$ cat src/rtl/axis_traffic_generator.sv
// Purpose  : AXI-Stream packet source; on start emits N packets of one header beat plus payload beats.
// Latency  : start sampled at edge N, first header valid after edge N+1; back-to-back packets when IdleGapCycles=0.
// Backpressure: all beat outputs registered and held stable while m_axis_tready=0; tvalid never depends on tready.
//
// Ports:
//   clk_m_axis_i, rst_m_axis_ni   single clock, async active-low reset
//   start_i                       1-cycle start pulse, ignored unless IDLE
//   num_packets_i, packet_beats_i, dest_i   run configuration, sampled on accepted start
//   busy_o, done_o                run in progress / 1-cycle end-of-run pulse
//   m_axis_*                      AXI-Stream manager interface (tid is constant SourceId)
//
// Optional build macro: AXIS_TG_LFSR_PAYLOAD_EN -- payload beats carry a 32-bit Galois LFSR
// (taps 32,22,2,1, seed 32'hACE1_0001) instead of {seq,k}. Headers are the same in both builds.
module axis_traffic_generator #(
    parameter int TDataWidth     = 32,
    parameter int TIdWidth       = 4,
    parameter int TDestWidth     = 4,
    parameter int SourceId       = 0,
    parameter int MaxPacketBeats = 16,
    parameter int IdleGapCycles  = 0
) (
    input  logic                  clk_m_axis_i,
    input  logic                  rst_m_axis_ni,
    input  logic                  start_i,
    input  logic [15:0]           num_packets_i,
    input  logic [7:0]            packet_beats_i,
    input  logic [TDestWidth-1:0] dest_i,
    output logic                  busy_o,
    output logic                  done_o,
    output logic                  m_axis_tvalid,
    input  logic                  m_axis_tready,
    output logic [TDataWidth-1:0] m_axis_tdata,
    output logic                  m_axis_tlast,
    output logic [TIdWidth-1:0]   m_axis_tid,
    output logic [TDestWidth-1:0] m_axis_tdest
);

    typedef enum logic [2:0] {IDLE, HDR, PAY, GAP, DONE} state_t;

    localparam logic [7:0]  MAX_BEATS = 8'(MaxPacketBeats);
    localparam logic [7:0]  SRC_ID8   = 8'(SourceId);
    localparam logic [15:0] GAP_LOAD  = 16'((IdleGapCycles > 0) ? (IdleGapCycles - 1) : 0);

    state_t                  state;
    logic [15:0]             num_packets_q;
    logic [15:0]             seq_q;
    logic [15:0]             gap_cnt_q;
    logic [7:0]              beats_q;
    logic [7:0]              k_q;
    logic [TDestWidth-1:0]   dest_q;
    logic                    tvalid_q;
    logic                    tlast_q;
    logic                    busy_q;
    logic                    done_q;
    logic [TDataWidth-1:0]   tdata_q;
    logic [TDestWidth-1:0]   tdest_q;

    logic [7:0]              beats_in;
    logic                    hs;
    logic                    last_beat_hs;
    logic                    pay_load;
    logic [15:0]             seq_next;
    logic [7:0]              k_next;
    logic [TDataWidth-1:0]   pay_dat;

    function automatic logic [TDataWidth-1:0] hdr_word(input logic [15:0] seq, input logic [7:0] beats);
        return TDataWidth'({beats, SRC_ID8, seq});
    endfunction

    // Zero beats means header-only; oversize requests clamp to the maximum.
    always_comb begin
        beats_in = packet_beats_i;
        if (packet_beats_i == 8'd0) begin
            beats_in = 8'd1;
        end else if (packet_beats_i > MAX_BEATS) begin
            beats_in = MAX_BEATS;
        end
    end

    assign hs           = tvalid_q & m_axis_tready;
    assign last_beat_hs = hs && (((state == HDR) && (beats_q == 8'd1)) ||
                                 ((state == PAY) && (k_q == beats_q - 8'd1)));
    // A payload beat is loaded into the output register whenever a non-final beat completes.
    assign pay_load     = hs && !last_beat_hs && ((state == HDR) || (state == PAY));
    assign seq_next     = seq_q + 16'd1;
    assign k_next       = (state == HDR) ? 8'd1 : (k_q + 8'd1);

`ifdef AXIS_TG_LFSR_PAYLOAD_EN
    localparam logic [31:0] LFSR_SEED = 32'hACE1_0001;
    localparam logic [31:0] LFSR_TAPS = 32'h8020_0003;

    // lfsr_q always holds the value for the next payload beat to be loaded, so the
    // sequence advances once per payload beat regardless of how long beats stall.
    logic [31:0] lfsr_q;

    function automatic logic [31:0] lfsr_step(input logic [31:0] x);
        return x[0] ? ((x >> 1) ^ LFSR_TAPS) : (x >> 1);
    endfunction

    always_ff @(posedge clk_m_axis_i or negedge rst_m_axis_ni) begin
        if (!rst_m_axis_ni) begin
            lfsr_q <= 32'd0;
        end else if ((state == IDLE) && start_i) begin
            lfsr_q <= lfsr_step(LFSR_SEED);
        end else if (pay_load) begin
            lfsr_q <= lfsr_step(lfsr_q);
        end
    end

    assign pay_dat = TDataWidth'(lfsr_q);
`else
    assign pay_dat = TDataWidth'({seq_q, 8'd0, k_next});
`endif

    always_ff @(posedge clk_m_axis_i or negedge rst_m_axis_ni) begin
        if (!rst_m_axis_ni) begin
            state         <= IDLE;
            num_packets_q <= 16'd0;
            seq_q         <= 16'd0;
            gap_cnt_q     <= 16'd0;
            beats_q       <= 8'd0;
            k_q           <= 8'd0;
            dest_q        <= '0;
            tvalid_q      <= 1'b0;
            tlast_q       <= 1'b0;
            busy_q        <= 1'b0;
            done_q        <= 1'b0;
            tdata_q       <= '0;
            tdest_q       <= '0;
        end else if (last_beat_hs) begin
            // End of packet: decide on the same edge so the next header can follow immediately.
            seq_q <= seq_next;
            k_q   <= 8'd0;
            if (seq_next == num_packets_q) begin
                state    <= DONE;
                tvalid_q <= 1'b0;
                tlast_q  <= 1'b0;
                busy_q   <= 1'b0;
                done_q   <= 1'b1;
            end else if (IdleGapCycles > 0) begin
                state     <= GAP;
                tvalid_q  <= 1'b0;
                tlast_q   <= 1'b0;
                gap_cnt_q <= GAP_LOAD;
            end else begin
                state    <= HDR;
                tvalid_q <= 1'b1;
                tdata_q  <= hdr_word(seq_next, beats_q);
                tlast_q  <= (beats_q == 8'd1);
            end
        end else begin
            case (state)
                IDLE: begin
                    done_q <= 1'b0;
                    if (start_i) begin
                        num_packets_q <= num_packets_i;
                        beats_q       <= beats_in;
                        dest_q        <= dest_i;
                        seq_q         <= 16'd0;
                        k_q           <= 8'd0;
                        if (num_packets_i == 16'd0) begin
                            state <= DONE;
                        end else begin
                            state  <= HDR;
                            busy_q <= 1'b1;
                        end
                    end
                end
                HDR: begin
                    if (!tvalid_q) begin
                        // First header of a run: one cycle after start to register it.
                        tvalid_q <= 1'b1;
                        tdata_q  <= hdr_word(seq_q, beats_q);
                        tlast_q  <= (beats_q == 8'd1);
                        tdest_q  <= dest_q;
                    end else if (hs) begin
                        state   <= PAY;
                        k_q     <= k_next;
                        tdata_q <= pay_dat;
                        tlast_q <= (k_next == beats_q - 8'd1);
                    end
                end
                PAY: begin
                    if (hs) begin
                        k_q     <= k_next;
                        tdata_q <= pay_dat;
                        tlast_q <= (k_next == beats_q - 8'd1);
                    end
                end
                GAP: begin
                    // Loaded with gap-1 so tvalid is low for exactly IdleGapCycles cycles.
                    if (gap_cnt_q == 16'd0) begin
                        state    <= HDR;
                        tvalid_q <= 1'b1;
                        tdata_q  <= hdr_word(seq_q, beats_q);
                        tlast_q  <= (beats_q == 8'd1);
                    end else begin
                        gap_cnt_q <= gap_cnt_q - 16'd1;
                    end
                end
                DONE: begin
                    // Entered with done_q=1 after a run's final beat; a zero-packet run
                    // arrives with done_q=0 and raises the pulse here first.
                    if (!done_q) begin
                        done_q <= 1'b1;
                    end else begin
                        done_q <= 1'b0;
                        state  <= IDLE;
                    end
                end
                default: state <= IDLE;
            endcase
        end
    end

    assign busy_o        = busy_q;
    assign done_o        = done_q;
    assign m_axis_tvalid = tvalid_q;
    assign m_axis_tdata  = tdata_q;
    assign m_axis_tlast  = tlast_q;
    assign m_axis_tdest  = tdest_q;
    assign m_axis_tid    = TIdWidth'(SourceId);

endmodule

$ cat config.mk
export PLATFORM = sky130hd
export DESIGN_NAME = axis_traffic_generator
export DESIGN_NICKNAME = d
export VERILOG_FILES = /design/src/rtl/axis_traffic_generator.sv
export SDC_FILE = /design/constraint.sdc
export NUM_CORES = 1
export LEC_CHECK = 0
export ABC_AREA = 1
export BUFFER_PORTS_ARGS = -buffer_cell sky130_fd_sc_hd__buf_2
export CAP_MARGIN = 20
export CORE_ASPECT_RATIO = 0.6
export CORE_MARGIN = 2
export CORE_UTILIZATION = 64
export CTS_CLUSTER_DIAMETER = 60
export DETAILED_ROUTE_END_ITERATION = 10
export PLACE_DENSITY_LB_ADDON = 0.12
export SETUP_SLACK_MARGIN = 0.1
export SKIP_CTS_REPAIR_TIMING = 1
export SYNTH_ARGS = -nofsm -noshare
export SYNTH_HDL_FRONTEND = slang
export SYNTH_SLANG_ARGS = --single-unit
$ cat constraint.sdc
create_clock -name clk_m_axis_i -period 4.1 [get_ports clk_m_axis_i]
set_input_delay 0.41 -clock clk_m_axis_i [delete_from_list [all_inputs] [get_ports clk_m_axis_i]]
set_output_delay 0.41 -clock clk_m_axis_i [all_outputs]
set_load 0.01 [all_outputs]
==> run summary, run 1 <==
residual DRC count = 0
fraction of layout cells with a size suffix above 1 = 12.0%
headroom to the max-slew limit = 25.6%
critical path endpoint category = register
Hold Violations, Final = 0
synthesized area divided by synthesized cell count = 7.09 um^2
Die Width = 136 um
Total Routed Length = 19.0 mm
cell area after synthesis = 6680 um^2
Critical Path Fanout Max = 35
part of the power in the clock network = 22.9%
vias in the first global route = 5,923
RSZ-0062 raised after global routing = no
setup TNS = 0 ns
Routability Congestion = 0.991
overall global routing resource usage = 35.1%
slack of the worst reg-to-reg path = 0.87 ns
Post-synth top flop = dfrtp_1
capturing point of the worst reg2reg path = m_axis_tdata[24]
die area = 11,300 um^2
shortest clock period the worst path allows after layout = 3.23 ns
Port Buffers = 71
dominant cell type by count on the critical path = nand2_1
synthesis warning total = 0
Setup crit start kind = register
outcome = completed
via count = 6,680
WL per Instance = 16.6 um
signal arrival time at the worst endpoint = 3.49 ns
Int Power = 2.23 mW
placed wire-length estimate after detailed placement = 14.3 mm
number of pins with negative max-slew slack in the final report = 0
Detailed Routing Iterations Pass 1 = 6
static leakage = 3.96 nW
sequential share of the synthesized area = 41.6%
highest ir drop seen on vdd = 294 uV
post-route antenna net violation count = 0
clk root buf = clkbuf_16
starting utilization of the core area = 66.7%
critical path data required time = 4.35 ns
worst hold-check path type = input pin to asynchronous set/reset pin
final design utilization = 74.1%
number of top-level design ports = 76
ranking of synthesized cells by area = dfrtp_1 42%, nand2_1 19%, nand3_1 5.5%
stage delay of the slowest cell on the critical path = 0.47 ns
worst setup skew after layout = 0.00773 ns
later-pin clock latency in the skew report = 0.36 ns
maximum clock insertion buffer count = 2
cell depth of the worst flop-to-flop path = 17
count of nets after finishing = 1,045
wire length of the first global-routing pass = 30.8 mm
share of the synthesized area in the top cell type = 41.6%
total core area = 10,000 um^2
dominant delay contributor by cell family on the critical path = simple AND/OR/NAND/NOR gates
number of violations of the max-capacitance limit = 0
CP Buf/Inv Count = 3
vias per std cell = 5.82
y dimension of the die = 83.2 um
async set-reset flop share out of synthesis = 100%
largest net degree at the start of global routing = 66
Clock Sinks = 111
cell taking the most area after synthesis = dfrtp_1
cells after synthesis = 943
main combinational cell family by area after synthesis = simple AND/OR/NAND/NOR gates
adder-cell share of the synthesized area = 0.936%
clock transition time at the flip-flop clock pins of the worst setup and hold paths = 0.08 ns
Post-Synth XOR/XNOR Area = 4.29%
critical path class = register to register
launch instance of the worst register-to-register path = beats_q[0]
CTS tree = built
chain of cells forming the critical path = inv_2 -> ha_1 -> nand2_1 -> o21ai_0 -> nand2_1 -> nand2_1 -> nand2_1 -> nor2_1 -> nand2_1 -> nand2_2 -> nand2_4 -> inv_2 -> nand2_2 -> nand2_4 -> inv_2 -> nand2_1 -> nand2_1
library cell contributing the largest single delay on the critical path = dfrtp_1
total net switching power = 1.75 mW
sequential share of power = 36.8%
Setup-failing EPs final = 0
dominant cell by count in the synthesized netlist = nand2_1
std cell rows = 28
share of the clock period used by the worst path after layout = 78.9%
maximum level of the CTS H-tree = 3
power per standard cell area = 536 nW/um^2
commonest cells in the netlist = 341 x nand2_1, 111 x dfrtp_1, 89 x inv_1
maximum clock rate = 309 MHz
Num CTS Buffers = 9
met2 Usage GRT = 46.7%
synth unique cells = 42
GR Util met3 = 10.1%
initial detailed-routing violation count = 882
fraction of met1 tracks used by global routing = 56.4%
portion of netlist area occupied by mux cells = 0.505%
Post-synth EDFFs = 0
Synth-to-Final Area Change = 11.0%
most crowded layer after global routing = met1
remaining global-route overflow = 0
transition time of the tightest slew-check pin = 1.11 ns
area fraction in and, or, nand and nor cells after synthesis = 34.4%
fraction of power consumed by combinational cells = 40.3%
complex-gate fraction of the synthesized area = 10.6%
flip-flop and latch count after synthesis = 111
net switching share of the total power = 44.0%
ant diodes = 0
number of antenna violations at the first check in global routing = 0
==> metrics by stage <==
stage / hold WS (ns) / worst slack, ns / cells / instance area [um^2] / power, mW
final: 0.138 / 0.866 / 1148 / 7420 / 3.98
after global routing: 0.224 / 0.614 / 1148 / 7420 / 4.24
after CTS: 0.172 / 0.956 / 1148 / 7420 / 3.93
after detailed placement: 0.463 / 0.976 / 1132 / 7120 / 3.02
after global placement: 0.457 / 1.12 / 1132 / 7120 / 3.00
after floorplan: 0.114 / 1.92 / 946 / 6700 / 2.61
==> placed cells by master, fill, tap and decap left out, drive strengths merged, types with 4 or more instances in the layout <==
cell and n:
xnor2 6, o21ai 73, o211ai 9, nor2 92, buf 77, a21oi 19
conb 4, nand3 73, xor2 19, a22oi 8, inv 101, nand4 13
nand3b 4, o221ai 5, nor3 8, o22ai 9, dfrtp 111, ha 5
nand2 349, clkbuf 9
==> cells by family after synthesis <==
kind of cell / count (synthesis)
simple gates: 549
buf+inv: 122
other cells: 1
fa+ha+maj: 5
compound gates: 124
xor+xnor: 28
mux: 3
flops: 111
==> final cells by class <==
cell class	count	area, um^2
Clock buffer	9	225
Clock inverter	7	77.6
Fill cell	810	2600
Inverter	96	360
Multi-Input combinational cell	713	3410
Sequential cell	111	2780
Tap cell	135	169
Timing Repair Buffer	77	403
==> sequential cells by signal, summed over array words and instances (netlist names) <==
signal	flops
beats_q	8
busy_o	1
dest_q	4
done_o	1
gap_cnt_q	16
k_q	8
m_axis_tdata	32
m_axis_tdest	4
m_axis_tlast	1
m_axis_tvalid	1
num_packets_q	16
seq_q	16
state	3
==> how the worst max path moves through the flow <==
| stage | startpoint | end | slack [ns] | cells past startpoint |
|---|---|---|---|---|
| 2_1_floorplan | beats_q[0] | m_axis_tdata[4] | 1.92 | 18 |
| 3_3_place_gp | beats_q[0] | m_axis_tdata[10] | 1.12 | 17 |
| 3_5_place_dp | beats_q[0] | m_axis_tdata[24] | 0.98 | 17 |
| 4_1_cts | beats_q[0] | m_axis_tdata[24] | 0.96 | 17 |
| 5_1_grt | beats_q[0] | m_axis_tdata[11] | 0.61 | 17 |
| 6_report | beats_q[0] | m_axis_tdata[24] | 0.87 | 17 |
==> metal layers <==
layer	vias to the layer above	wire (um)
li1	3161	-
met1	3044	9010
met2	441	7360
met3	34	2390
met4	0	284
met5	-	0
==> power by group through the flow <==
stage | Sequential, mW | Clock, mW | Combinational [mW]
after floorplan | 1.46 | 0 | 1.15
after global placement | 1.47 | 0 | 1.53
after detailed placement | 1.48 | 0 | 1.55
after CTS | 1.46 | 0.911 | 1.56
after global routing | 1.49 | 0.955 | 1.80
final | 1.47 | 0.910 | 1.60
(Power assumes the default switching activity.)
==> run 2, diff against run 1 <==
- CORE_UTILIZATION: 64 -> 59
- clock period: 4.1 -> 3.28 ns (I/O delays scaled with it)
==> run summary, run 2 (synthesis results as in run 1) <==
flip-flop and latch area = 2780 um^2 (unchanged)
critical path class = register to register
startpoint of the worst hold path = dest_i[2]
maximum clock insertion buffer count = 2 (unchanged)
Die Width = 141 um (+4.0%)
highest ir drop seen on vdd = 334 uV (+14%)
total core area = 11,200 um^2 (+12%)
fraction of power consumed by combinational cells = 40.4% (about the same)
Setup-failing EPs final = 0 (unchanged)
commonest cells after routing, fill and taps aside = 341 x nand2_1, 111 x dfrtp_1, 89 x inv_1, 85 x nor2_1, 73 x nand3_1
critical path data required time = 3.53 ns (-0.82 ns)
std cell rows = 30 (+7.1%)
wire length of the first global-routing pass = 30.7 mm (-0.27%)
WL per Instance = 16.3 um (-2.1%)
Hold Violations, Final = 0 (unchanged)
fraction of layout cells with a size suffix above 1 = 12.6% (+0.58 points)
worst hold-check path type = input pin to register
Setup crit start kind = register
Int Power = 2.80 mW (+26%)
CTS tree = built
vias per std cell = 5.62 (-3.5%)
clock transition time at the flip-flop clock pins of the worst setup and hold paths = 0.08 ns (about the same)
end of the worst hold path = dest_q[2]
clk root buf = clkbuf_16
Critical Path Fanout Max = 24 (-31%)
maximum level of the CTS H-tree = 3 (unchanged)
initial detailed-routing violation count = 819 (-7.1%)
remaining global-route overflow = 0 (unchanged)
worst setup skew after layout = 0.0101 ns (+0.00236 ns)
maximum clock rate = 339 MHz (+9.6%)
shortest clock period the worst path allows after layout = 2.95 ns (-0.284 ns)
static leakage = 4.00 nW (+0.99%)
most common library cell in the layout ignoring fill and taps = nand2_1
placed cell area = 7190 um^2 (+1.0%)
ant diodes = 0 (unchanged)
slack of the worst reg-to-reg path = 0.33 ns (-0.54 ns)
residual DRC count = 0 (unchanged)
die area = 12,200 um^2 (+8.1%)
Detailed Routing Iterations Pass 1 = 5 (-1)
transition time of the tightest slew-check pin = 0.623 ns (-0.486 ns)
final non-filler cell area = 7490 um^2 (+0.94%)
Clock Sinks = 111 (unchanged)
number of pins with negative max-slew slack in the final report = 0 (unchanged)
hold-critical path depth = 3
via count = 6,548 (-2.0%)
RSZ-0062 raised after global routing = no
Total Routed Length = 19.0 mm (-0.52%)
starting utilization of the core area = 59.8% (-7.0 points)
count of nets after finishing = 1,054 (+0.86%)
share of the clock period used by the worst path after layout = 89.9% (+11 points)
critical path endpoint category = register
headroom to the max-slew limit = 58.2% (+33 points)
Largest register FFs = 32 (unchanged)
signal arrival time at the worst endpoint = 3.19 ns (-0.30 ns)
capturing point of the worst reg2reg path = m_axis_tdata[11]
number of violations of the max-capacitance limit = 0 (unchanged)
part of the power in the clock network = 22.6% (-0.3 points)
number of top-level design ports = 76 (unchanged)
net switching share of the total power = 43.4% (-0.56 points)
final setup slack of the worst path = 0.330 ns (-0.536 ns)
Setup WS pre-CTS = 0.419 ns (-0.557 ns)
y dimension of the die = 86.4 um (+4.0%)
largest net degree at the start of global routing = 40 (-39%)
Routability Congestion = 0.959 (-3.2%)
post-route antenna net violation count = 0 (unchanged)
cell depth of the worst flop-to-flop path = 17 (unchanged)
Num CTS Buffers = 9 (unchanged)
Synth-to-Final Area Change = 12.1%
Port Buffers = 71 (unchanged)
sequential share of power = 37.0% (+0.2 points)
area of combinational cells with multiple inputs = 3410 um^2 (unchanged)
vias in the first global route = 5,778 (-2.4%)
outcome = completed
total net switching power = 2.15 mW (+23%)
number of antenna violations at the first check in global routing = 0 (unchanged)
power per standard cell area = 661 nW/um^2 (+23%)
setup TNS = 0 ns (unchanged)
placed wire-length estimate after detailed placement = 14.3 mm (-0.59%)
filler cell count = 1,028 (+27%)
later-pin clock latency in the skew report = 0.36 ns (about the same)
overall global routing resource usage = 32.3% (-2.8 points)
launch instance of the worst register-to-register path = beats_q[0]
==> run 2: changes by cell type in the layout (fill, tap and decap cells not counted) <==
cell           delta
clkinv_4          +1
clkbuf_1          +1
clkinvlp_4        -1
dlygate4sd3_1     +1
inv_8             -3
clkinv_8          +1
inv_6             +2
buf_4             +8
inv_12            -1
==> run 2: how the worst max path moves through the flow <==
stage	startpoint	endpoint	cells past startpoint
finish	beats_q[0]	m_axis_tdata[11]	17
global route	beats_q[0]	m_axis_tdata[11]	17
CTS	beats_q[0]	m_axis_tdata[11]	17
detailed placement	beats_q[0]	m_axis_tdata[11]	17
global placement	beats_q[0]	m_axis_tdata[26]	17
floorplan	beats_q[0]	m_axis_tdata[4]	18
==> run 2: layer usage <==
layer  share of wire [%]  global-route usage, %
met2                  37                   40.9
met1                  49                   53.6
met4                 1.7                   7.00
met5                   0                      0
met3                  12                   8.73
==> run 2: per-stage QoR <==
step / utilization (%) / power [mW] / std cells / hold slack [ns]
6_report: 67.0 / 4.95 / 1166 / 0.169
5_1_grt: 67.0 / 5.30 / 1166 / 0.181
2_1_floorplan: - / 3.26 / 946 / 0.0324
3_3_place_gp: 64.3 / 3.78 / 1149 / 0.325
3_5_place_dp: 64.3 / 3.80 / 1149 / 0.325
4_1_cts: 66.9 / 4.92 / 1165 / -0.0565
==> run 2: power by group through the flow <==
stage               Combinational, mW  Sequential, mW  Clock, mW
CTS                              1.97            1.82       1.12
detailed placement               1.96            1.85          0
global placement                 1.94            1.84          0
floorplan                        1.44            1.82          0
finish                           2.00            1.83       1.12
global route                     2.27            1.86       1.18
==> run 2: area by class of cell <==
type                            instances  area share, %
Tap cell                              144           2.40
Clock inverter                          6          0.835
Multi-Input combinational cell        713           45.5
Inverter                               96           4.81
Clock buffer                           10           3.06
Sequential cell                       111           37.1
Timing Repair Buffer                   86           6.31
==> run 2: critical path, stage by stage, from the launching register on <==
cell and delay, ns:
dfrtp_1 0.46, inv_2 0.14, ha_1 0.25, nand2_1 0.11, o21ai_0 0.23, nand2_1 0.15, nand2_1 0.14, nand2_1 0.07
nor2_1 0.10, nand2_1 0.10, nand2_2 0.09, nand2_4 0.15, inv_2 0.11, nand2_2 0.09, nand2_4 0.20, inv_2 0.23
nand2_1 0.13, nand2_1 0.06
